$ cat config.mk
export PLATFORM = sky130hd
export DESIGN_NAME = grf_wb_arbiter_flat
export DESIGN_NICKNAME = d
export VERILOG_FILES = /design/src/rtl/grf_wb_arbiter_pkg.sv /design/src/rtl/grf_wb_arbiter_if.sv /design/src/rtl/grf_wb_arbiter_rr_arb2.sv /design/src/rtl/grf_wb_arbiter.sv /design/src/flat_wrapper.sv
export SDC_FILE = /design/constraint.sdc
export NUM_CORES = 1
export LEC_CHECK = 0
export CAP_MARGIN = 20
export CORE_ASPECT_RATIO = 0.75
export CORE_MARGIN = 4
export CORE_UTILIZATION = 38
export DETAILED_ROUTE_END_ITERATION = 10
export PLACE_DENSITY = 0.79
export SLEW_MARGIN = 20
export SYNTH_ARGS = -nofsm -noshare
export SYNTH_HDL_FRONTEND = slang
export SYNTH_SLANG_ARGS = --single-unit
$ cat constraint.sdc
create_clock -name clk -period 2.4 [get_ports clk]
set_input_delay 0.36 -clock clk [delete_from_list [all_inputs] [get_ports clk]]
set_output_delay 0.36 -clock clk [all_outputs]
set_load 0.01 [all_outputs]
$ cat src/rtl/grf_wb_arbiter_pkg.sv
// Shared constants and types for the register-file writeback arbiter.
// Requester indices double as bit positions in the valid/ready vectors.
package grf_wb_arbiter_pkg;

   localparam int DW_DEF = 32;
   localparam int AW_DEF = 5;

   localparam logic [AW_DEF-1:0] REG_ZERO = 5'd0;

   typedef enum logic {
      REQ_PIPE = 1'b0,
      REQ_MDU  = 1'b1
   } req_idx_e;

   function automatic logic [1:0] idx_onehot(input req_idx_e idx);
      return (idx == REQ_MDU) ? 2'b10 : 2'b01;
   endfunction

endpackage

$ cat src/rtl/grf_wb_arbiter_if.sv
// Bundle of the writeback requests, register-file write port, bypass and debug counter.
// The slave modport is the arbiter's view; master is the surrounding core.
interface grf_wb_arbiter_if #(
   parameter int DW   = 32,
   parameter int AW   = 5,
   parameter int CNTW = 16
);

   logic            hold;
   logic [1:0]      req_valid;
   logic [1:0]      req_ready;
   logic [AW-1:0]   req_wa0;
   logic [DW-1:0]   req_wd0;
   logic [AW-1:0]   req_wa1;
   logic [DW-1:0]   req_wd1;
   logic            RegWrite;
   logic [AW-1:0]   WA;
   logic [DW-1:0]   WD;
   logic [AW-1:0]   RA1;
   logic [AW-1:0]   RA2;
   logic            byp_hit1;
   logic            byp_hit2;
   logic [DW-1:0]   byp_data;
   logic [CNTW-1:0] stall_cnt;

   modport slave (
      input  hold, req_valid, req_wa0, req_wd0, req_wa1, req_wd1, RA1, RA2,
      output req_ready, RegWrite, WA, WD, byp_hit1, byp_hit2, byp_data, stall_cnt
   );

   modport master (
      output hold, req_valid, req_wa0, req_wd0, req_wa1, req_wd1, RA1, RA2,
      input  req_ready, RegWrite, WA, WD, byp_hit1, byp_hit2, byp_data, stall_cnt
   );

endinterface

$ cat src/rtl/grf_wb_arbiter_rr_arb2.sv
// Two-way round-robin grant with a last-winner pointer.
// Grant is combinational from valid; the pointer only moves on a completed handshake.
module grf_wb_arbiter_rr_arb2
   import grf_wb_arbiter_pkg::*;
(
   input  logic       clk,
   input  logic       reset,
   input  logic       i_hold,
   input  logic [1:0] i_valid,
   output logic [1:0] o_grant
);

   req_idx_e   r_last;
   logic [1:0] w_grant;

   // On a tie the requester that did not win last time is served
   always_comb begin
      w_grant = 2'b00;
      if (!reset && !i_hold) begin
         case (i_valid)
            2'b01:   w_grant = 2'b01;
            2'b10:   w_grant = 2'b10;
            2'b11:   w_grant = (r_last == REQ_MDU) ? idx_onehot(REQ_PIPE) : idx_onehot(REQ_MDU);
            default: w_grant = 2'b00;
         endcase
      end
   end

   // Reset to MDU so the pipeline wins the first tie
   always_ff @(posedge clk or posedge reset) begin
      if (reset) begin
         r_last <= REQ_MDU;
      end else if (|w_grant) begin
         r_last <= w_grant[1] ? REQ_MDU : REQ_PIPE;
      end
   end

   assign o_grant = w_grant;

endmodule

$ cat src/rtl/grf_wb_arbiter.sv
// Shares the register-file write port between the W stage and the multi-cycle unit,
// with a one-deep registered output stage, read bypass and a saturating stall counter.
module grf_wb_arbiter
   import grf_wb_arbiter_pkg::*;
#(
   parameter int DW   = DW_DEF,
   parameter int AW   = AW_DEF,
   parameter int CNTW = 16
) (
   input logic            clk,
   input logic            reset,
   grf_wb_arbiter_if.slave bus
);

   logic [1:0]      w_grant;
   logic            w_accept;
   logic [AW-1:0]   w_selWa;
   logic [DW-1:0]   w_selWd;
   logic            w_denied;

   logic            r_regWrite;
   logic [AW-1:0]   r_wa;
   logic [DW-1:0]   r_wd;
   logic [CNTW-1:0] r_stallCnt;

   grf_wb_arbiter_rr_arb2 u_rr_arb2 (
      .clk     (clk),
      .reset   (reset),
      .i_hold  (bus.hold),
      .i_valid (bus.req_valid),
      .o_grant (w_grant)
   );

   assign w_accept = |w_grant;
   assign w_selWa  = w_grant[REQ_MDU] ? bus.req_wa1 : bus.req_wa0;
   assign w_selWd  = w_grant[REQ_MDU] ? bus.req_wd1 : bus.req_wd0;
   assign w_denied = |(bus.req_valid & ~w_grant);

   // Writes to register zero complete the handshake but never enable the register file
   always_ff @(posedge clk or posedge reset) begin
      if (reset) begin
         r_regWrite <= 1'b0;
         r_wa       <= '0;
         r_wd       <= '0;
      end else begin
         r_regWrite <= w_accept && (w_selWa != AW'(REG_ZERO));
         if (w_accept) begin
            r_wa <= w_selWa;
            r_wd <= w_selWd;
         end
      end
   end

   // One count per denied cycle regardless of how many requesters were turned away
   always_ff @(posedge clk or posedge reset) begin
      if (reset) begin
         r_stallCnt <= '0;
      end else if (w_denied && (r_stallCnt != '1)) begin
         r_stallCnt <= r_stallCnt + CNTW'(1);
      end
   end

   assign bus.req_ready = w_grant;
   assign bus.RegWrite  = r_regWrite;
   assign bus.WA        = r_wa;
   assign bus.WD        = r_wd;
   assign bus.stall_cnt = r_stallCnt;

   // Covers the cycle where the write sits in the stage but is not yet in the register file
   assign bus.byp_hit1 = r_regWrite && (r_wa == bus.RA1) && (bus.RA1 != AW'(REG_ZERO));
   assign bus.byp_hit2 = r_regWrite && (r_wa == bus.RA2) && (bus.RA2 != AW'(REG_ZERO));
   assign bus.byp_data = r_wd;

endmodule

$ cat src/flat_wrapper.sv
// flat-port wrapper written by rule: the top's interface ports become plain ports
module grf_wb_arbiter_flat import grf_wb_arbiter_pkg::*;
#(
   parameter int DW   = DW_DEF,
   parameter int AW   = AW_DEF,
   parameter int CNTW = 16
)
  (clk, reset, bus_hold, bus_req_valid, bus_req_wa0, bus_req_wd0, bus_req_wa1, bus_req_wd1, bus_RA1, bus_RA2, bus_req_ready, bus_RegWrite, bus_WA, bus_WD, bus_byp_hit1, bus_byp_hit2, bus_byp_data, bus_stall_cnt);
  grf_wb_arbiter_if #(.DW(DW), .AW(AW), .CNTW(CNTW)) bus_i ();
  input logic clk;
  input logic reset;
  input wire logic [$bits(bus_i.hold)-1:0] bus_hold;
  input wire logic [$bits(bus_i.req_valid)-1:0] bus_req_valid;
  input wire logic [$bits(bus_i.req_wa0)-1:0] bus_req_wa0;
  input wire logic [$bits(bus_i.req_wd0)-1:0] bus_req_wd0;
  input wire logic [$bits(bus_i.req_wa1)-1:0] bus_req_wa1;
  input wire logic [$bits(bus_i.req_wd1)-1:0] bus_req_wd1;
  input wire logic [$bits(bus_i.RA1)-1:0] bus_RA1;
  input wire logic [$bits(bus_i.RA2)-1:0] bus_RA2;
  output wire logic [$bits(bus_i.req_ready)-1:0] bus_req_ready;
  output wire logic [$bits(bus_i.RegWrite)-1:0] bus_RegWrite;
  output wire logic [$bits(bus_i.WA)-1:0] bus_WA;
  output wire logic [$bits(bus_i.WD)-1:0] bus_WD;
  output wire logic [$bits(bus_i.byp_hit1)-1:0] bus_byp_hit1;
  output wire logic [$bits(bus_i.byp_hit2)-1:0] bus_byp_hit2;
  output wire logic [$bits(bus_i.byp_data)-1:0] bus_byp_data;
  output wire logic [$bits(bus_i.stall_cnt)-1:0] bus_stall_cnt;
  assign bus_i.hold = bus_hold;
  assign bus_i.req_valid = bus_req_valid;
  assign bus_i.req_wa0 = bus_req_wa0;
  assign bus_i.req_wd0 = bus_req_wd0;
  assign bus_i.req_wa1 = bus_req_wa1;
  assign bus_i.req_wd1 = bus_req_wd1;
  assign bus_i.RA1 = bus_RA1;
  assign bus_i.RA2 = bus_RA2;
  assign bus_req_ready = bus_i.req_ready;
  assign bus_RegWrite = bus_i.RegWrite;
  assign bus_WA = bus_i.WA;
  assign bus_WD = bus_i.WD;
  assign bus_byp_hit1 = bus_i.byp_hit1;
  assign bus_byp_hit2 = bus_i.byp_hit2;
  assign bus_byp_data = bus_i.byp_data;
  assign bus_stall_cnt = bus_i.stall_cnt;
  grf_wb_arbiter #(.DW(DW), .AW(AW), .CNTW(CNTW)) u_core (.clk(clk), .reset(reset), .bus(bus_i));
endmodule
==> summary.md, run 1 <==
| Metric | Value |
|---|---|
| Initial drt markers | 152 |
| Leakage | 2.10 nW |
| Pint | 2.12 mW |
| Worst Skew | ~0.0048 ns |
| Flop2flop setup slack | 0.48 ns |
| H-tree depth | 2 |
| Leading area contributor after synthesis | dfrtp_1 |
| Layout filler cell count | 641 |
| Commonest non-fill, non-tap cell in the layout | clkdlybuf4s50_1 |
| Final hold viol count | 0 |
| Buffers added on ports | 178 |
| Final cell count without fillers | approximately 560 |
| Largest net degree at the start of global routing | 40 |
| Row count | 27 |
| CTS Buffer Depth | 2 |
| Worst path required time | 2.04 ns |
| Tcrit/Tclk final | 96.9% |
| WP data arrival | 1.97 ns |
| Main area contributors after synthesis | dfrtp_1 45%, mux2i_1 12%, buf_4 8.0% |
| Comb pwr share | around 41% |
| Crit start category | flop |
| Mean Syn Cell Area | 9.80 µm² |
| Status | complete, no violations |
| Die width | 111 µm |
| Critical path origin | u_core.bus.WA[2] |
| Worst-margin pin slew | 0.486 ns |
| Vias in the first global route | about 2800 |
| Commonest cells after routing, fill and taps aside | 178 x clkdlybuf4s50_1, 52 x dfrtp_1, 47 x nor2_1 |
| Share of cells above drive strength 1 | under 10% |
| Initial Util | between 40 and 50% |
| Die height | 85.2 µm |
| IO Count | 179 |
| Netlist cell types | 39 |
| Worst vdd ir | 0.612 mV |
| Initial antenna violation count | 0 |
| Endpoint class of the critical path | primary output |
| GRT overflow | 0 |
| Cells after DPL | between 500 and 600 |
| Top-area cell type share of the netlist area | 44.8% |
| CTS root buf | clkbuf_8 |
| Fmax achieved | between 400 and 500 MHz |
| Final Util | 63.8% |
| Drt drc | 0 |
| Peak fanout along the critical path | 5 |
| Switching share of power | 32.7% |
| Wirelength per Cell | between 15 and 20 µm |
| CTS tree | built |
| Crit Path Category | flop to primary output |
| Global-route wire length before repair | around 14 mm |
| CTS Buf Count | 5 |
| Reg clk slew, reported paths | about 0.090 ns |
| N_diodes | 0 |
| Net load switching power | 1.03 mW |
| DPL Wire Length | approximately 6.9 mm |
| Hold crit path type | input pin to async pin |
| Worst skew pair latency | 0.29 ns |
| Clk sinks | 55 |
| Synth-to-layout area growth | 59.1% |
| GP Congestion | 0.899 |
| CP Depth | 5 |
| Routed WL | 8.65 mm |
| Syn Inst Count | 308 |
| Critical path cell sequence | xor2_1 -> nor3_1 -> nand3_1 -> nor2_1 -> clkdlybuf4s50_1 |
| Buf/Inv on CP | 1 |
| Part of the power in registers | 43.1% |
| Synth warnings | 0 |
| Number of vias per cell | 4.92 |
| Crit-path slowest cell | clkdlybuf4s50_1 |
| DR vias | 2735 |
| Max-cap viol count | 0 |
| Final Slew Violations | 0 |
| Delay-heaviest family, CP | buffers and inverters |
| Endpoints failing setup | 0 |
| Min Hold Slack | approximately 0.49 ns |
| Reg-to-Reg Start | u_core.bus.stall_cnt[0] |
| 1st-pass router iterations | 4 |
| Max-slew headroom | ~67% |
| Worst R2R Path Depth | 5 |
| TNS Setup | 0 ns |
| Seq/Total Area, Yosys | a little under half |
| Core area | ~7500 µm² |
| Clk pwr share | 15.5% |
| GRT Util Overall | 18.2% |
| Final ANT Viol Nets | 0 |
| Max incr delay on CP | 0.56 ns |
| Cell area after synthesis | 3020 µm² |
| Setup Slack @ Placement | ~0.14 ns |
| Final nets | 544 |
| Mapped Nets | 398 |
| Pwr/cell area | 655 nW/µm² |
| Final Worst Setup Slack | approximately 0.075 ns |
| Die Area | 9450 µm² |
| Seq cells post-synth | 55 |
| Tmin final | 2.33 ns |
==> flip-flops by register name (all words and copies together), names as in the netlist <==
| register | count |
|---|---|
| u_core.bus.RegWrite | 1 |
| u_core.bus.WA | 5 |
| u_core.bus.WD | 32 |
| u_core.bus.stall_cnt | 16 |
| u_core.u_rr_arb2.r_last | 1 |
==> Yosys cell counts (all sizes together) <==
cell type and instances:
xnor2 5, o21ai 2, nand2 6, mux2i 37, nand3 9, o21a 1, nor2 48, clkbuf 2
buf 43, nor4 4, or3 1, nor4b 3, nand2b 1, a31oi 2, inv 5, nand4 6
mux2 3, ha 1, or4 1, dfrtp 54, dfstp 1, and2 1, o31ai 1, or2 1
and3 1, xor2 14, a21oi 45, nor3 8, o311a 1, nor3b 1
==> kinds of logic (layout without fill, tap and decap cells) <==
| group | Yosys count | count (layout) | synth area share, % |
|---|---|---|---|
| and+or+nand+nor | 91 | 91 | 15.3 |
| buffers and inverters | 50 | 197 | 10.5 |
| DFF | 55 | 55 | 45.6 |
| xor gates and xnor gates | 19 | 19 | 5.51 |
| AOI/OAI and AO/OA | 52 | 52 | 9.16 |
| adders and majority gates | 1 | 1 | 0.414 |
| muxes | 40 | 40 | 13.5 |
==> power groups by stage <==
| stage | sequential (mW) | clock, mW | combinational [mW] |
|---|---|---|---|
| 4_1_cts | 1.35 | 0.512 | 1.32 |
| 6_report | 1.36 | 0.488 | 1.30 |
| 2_1_floorplan | 1.42 | 0 | 0.549 |
| 3_3_place_gp | 1.36 | 0 | 1.29 |
| 5_1_grt | 1.40 | 0.549 | 1.41 |
| 3_5_place_dp | 1.37 | 0 | 1.31 |
==> final cells by class <==
class                      instances  area, µm²  area share [%]
clock inverter                     1       5.00           0.104
multi-input combinational        203       1350            28.0
sequential                        55       1380            28.7
clock buffer                       7       76.3            1.59
inverter                           5       18.8           0.391
tap                              101        126            2.63
timing repair buffer             184       1850            38.6
==> per-layer routing <==
metal / share of wire, % / track usage [%] / vias up
met3: 7.2 / 4.99 / 4
met4: 0.52 / 2.80 / 0
li1: - / - / 1328
met1: 43 / 22.8 / 1282
met5: 0 / 0 / -
met2: 50 / 32.2 / 121
==> path summary, 6_finish.rpt <==
path | endpoint
setup reg to reg | u_core.bus.stall_cnt[1]
setup / recovery | bus_byp_hit2
hold / removal | u_core.bus.stall_cnt[3]
hold reg to reg | u_core.bus.stall_cnt[8]
max in group asynchronous | u_core.bus.WA[3]
min in group clk | u_core.bus.stall_cnt[8]
==> stage by stage <==
stage | instance area [µm²] | total power [mW]
2_1_floorplan | 3020 | 1.97
3_3_place_gp | 4700 | 2.65
3_5_place_dp | 4700 | 2.68
4_1_cts | 4790 | 3.18
5_1_grt | 4800 | 3.36
6_report | 4800 | 3.15
==> timing repair <==
item	CTS	global route
setup buffers	0	0
setup endpoints to repair	0	2
gates resized for setup	0	4
hold buffers	0	0
endpoints found under the hold margin	0	0
Note: power is estimated with default switching activity, not from simulation.
==> run 2, diff against run 1 <==
RECOVER_POWER = 25   (was default)
==> summary.md, run 2 (same netlist as run 1, synthesis figures left out) <==
| Metric | Value |
|---|---|
| Post-CTS Hold Fix Bufs | 0 (unchanged) |
| Max incr delay on CP | 0.56 ns (about the same) |
| Worst path required time | 2.04 ns (about the same) |
| Setup Slack @ Placement | 0.136 ns (unchanged) |
| Die Area | 9450 µm² (unchanged) |
| Tmin final | 2.33 ns (about the same) |
| Max reg flops | 32 (unchanged) |
| Hold crit path type | flop to flop (was input pin to async pin) |
| Share of cells above drive strength 1 | 5.93% (was 6.15%) |
| Worst-margin pin slew | 0.926 ns (was 0.486 ns) |
| Max-cap viol count | 0 (unchanged) |
| Max-slew headroom | 38.3% (was 67.3%) |
| Clk sinks | 55 (unchanged) |
| Peak fanout along the critical path | 5 (unchanged) |
| Tcrit/Tclk final | 96.9% (about the same) |
| Worst Skew | 0.00492 ns (was 0.00476 ns) |
| Crit start category | flop (unchanged) |
| Commonest cells after routing, fill and taps aside | 178 x clkdlybuf4s50_1, 52 x dfrtp_1, 47 x nor2_1 (unchanged) |
| Top Metal Used | met4 (unchanged) |
| Cts repair resizes | 0 (unchanged) |
| DPL Wire Length | 6.86 mm (unchanged) |
| Endpoint class of the critical path | primary output (unchanged) |
| Leakage | 2.10 nW (about the same) |
| GRT overflow | 0 (unchanged) |
| Critical path cell sequence | xor2_1 -> nor3_1 -> nand3_1 -> nor2_1 -> clkdlybuf4s50_1 (unchanged) |
| Final hold viol count | 0 (unchanged) |
| CTS root buf | clkbuf_8 (unchanged) |
| Buf/Inv on CP | 1 (unchanged) |
| Status | complete, no violations (unchanged) |
| Synth-to-layout area growth | 58.6% (was 59.1%) |
| Final Util | 63.6% (was 63.8%) |
| Tot Pwr | 3.14 mW (was 3.15 mW) |
| Die height | 85.2 µm (unchanged) |
| Delay-heaviest family, CP | buffers and inverters (unchanged) |
| Wirelength per Cell | 15.5 µm (was 15.6 µm) |
| Drt drc | 0 (unchanged) |
| Reg clk slew, reported paths | 0.09 ns (about the same) |
| DR vias | 2736 (was 2735) |
| Endpoints failing setup | 0 (unchanged) |
| Row count | 27 (unchanged) |
| Die width | 111 µm (unchanged) |
| Routed WL | 8.64 mm (was 8.65 mm) |
| Final ANT Viol Nets | 0 (unchanged) |
| Final Slew Violations | 0 (unchanged) |
| CTS Buffer Depth | 2 (unchanged) |
| GRT Util Overall | 18.2% (unchanged) |
| N_diodes | 0 (unchanged) |
| Vias in the first global route | 2843 (unchanged) |
| TNS Setup | 0 ns (unchanged) |
| Layout filler cell count | 643 (was 641) |
| Crit Path Category | flop to primary output (unchanged) |
| GP Congestion | 0.899 (unchanged) |
| Min Hold Slack | 0.526 ns (was 0.487 ns) |
| Commonest non-fill, non-tap cell in the layout | clkdlybuf4s50_1 (unchanged) |
| WP data arrival | 1.97 ns (about the same) |
| Pwr/cell area | 657 nW/µm² (was 655 nW/µm²) |
| Worst skew pair latency | 0.29 ns (about the same) |
| Post-Route M1 WL | 3.65 mm (was 3.69 mm) |
| Number of vias per cell | 4.92 (about the same) |
| Crit-path slowest cell | clkdlybuf4s50_1 (unchanged) |
| Final Worst Setup Slack | 0.0732 ns (was 0.0745 ns) |
| IO Count | 179 (unchanged) |
| Final nets | 544 (unchanged) |
| Initial Util | 40.1% (unchanged) |
| 1st-pass router iterations | 4 (unchanged) |
| Initial drt markers | 156 (was 152) |
| CTS tree | built (unchanged) |
| Metal2 WL | 4.31 mm (was 4.29 mm) |
| Metal3 WL | 636 µm (was 621 µm) |
| Largest net degree at the start of global routing | 40 (unchanged) |
| CTS Buf Count | 5 (unchanged) |
| Global-route wire length before repair | 14.1 mm (unchanged) |
| Fmax achieved | 430 MHz (about the same) |
| Core area | 7530 µm² (unchanged) |
| Post-CTS Setup Bufs | 0 (unchanged) |
| Initial antenna violation count | 0 (unchanged) |
| Worst vdd ir | 0.613 mV (was 0.612 mV) |
| H-tree depth | 2 (unchanged) |
| Buffers added on ports | 178 (unchanged) |
run 2: cell count changes in the layout (fill, tap and decap cells not counted), sizes merged:
| cell | delta |
|---|---|
| clkbuf | +1 |
| buf | -1 |
run 2: routing by layer:
layer  vias up  global-route usage [%]
li1       1327                       -
met5         -                       0
met4         0                    2.80
met3         4                    4.99
met2       121                    32.2
met1      1284                    22.8
run 2: metrics by stage:
step           cells  cell area [µm²]
2_1_floorplan    308             3020
3_3_place_gp     548             4700
3_5_place_dp     548             4700
4_1_cts          556             4790
5_1_grt          556             4790
6_report         556             4790
run 2: worst reg2reg max path: stages (launching register included):
cell and delay (ns):
dfrtp_1 0.42, ha_1 0.26, nand4_4 0.18, nor4_4 0.54
nor2_2 0.11, mux2_4 0.31
run 2: cell type report:
type                    count  area [µm²]  share of cell area [%]
clock buffers               7        76.3                    1.59
clock inverters             1        5.00                   0.105
inverters                   5        18.8                   0.392
multi-input cells         203        1350                    28.1
flip-flops and latches     55        1380                    28.8
well taps                 101         126                    2.64
repair buffers            184        1840                    38.4
run 2: path summary, 6_finish.rpt:
| path | startpoint | endpoint | slack [ns] | cells past startpoint |
|---|---|---|---|---|
| min | u_core.bus.stall_cnt[8] | u_core.bus.stall_cnt[8] | 0.53 | 1 |
| min in group asynchronous | reset | u_core.bus.stall_cnt[0] | 0.59 | 2 |
| min reg2reg | u_core.bus.stall_cnt[8] | u_core.bus.stall_cnt[8] | 0.53 | 1 |
| max reg2reg | u_core.bus.stall_cnt[0] | u_core.bus.stall_cnt[1] | 0.48 | 5 |
| max in group asynchronous | reset | u_core.bus.WA[3] | 0.39 | 3 |
| max | u_core.bus.WA[2] | bus_byp_hit2 | 0.07 | 5 |
run 2: where the power goes:
part | switching, mW | total [mW] | internal [mW] | leakage (nW)
Clock | 0.282 | 0.488 | 0.206 | 0.0422
Sequential | 0.236 | 1.36 | 1.12 | 0.629
Combinational | 0.511 | 1.30 | 0.787 | 1.43
Total | 1.03 | 3.14 | 2.11 | 2.10
==> run 3, diff against run 2 <==
ABC_CLOCK_PERIOD_IN_PS = 2400   (was default)
RECOVER_POWER = default   (was 25)
==> results of run 3 <==
The final DEF is identical to that of run 1; final timing and power are the same.
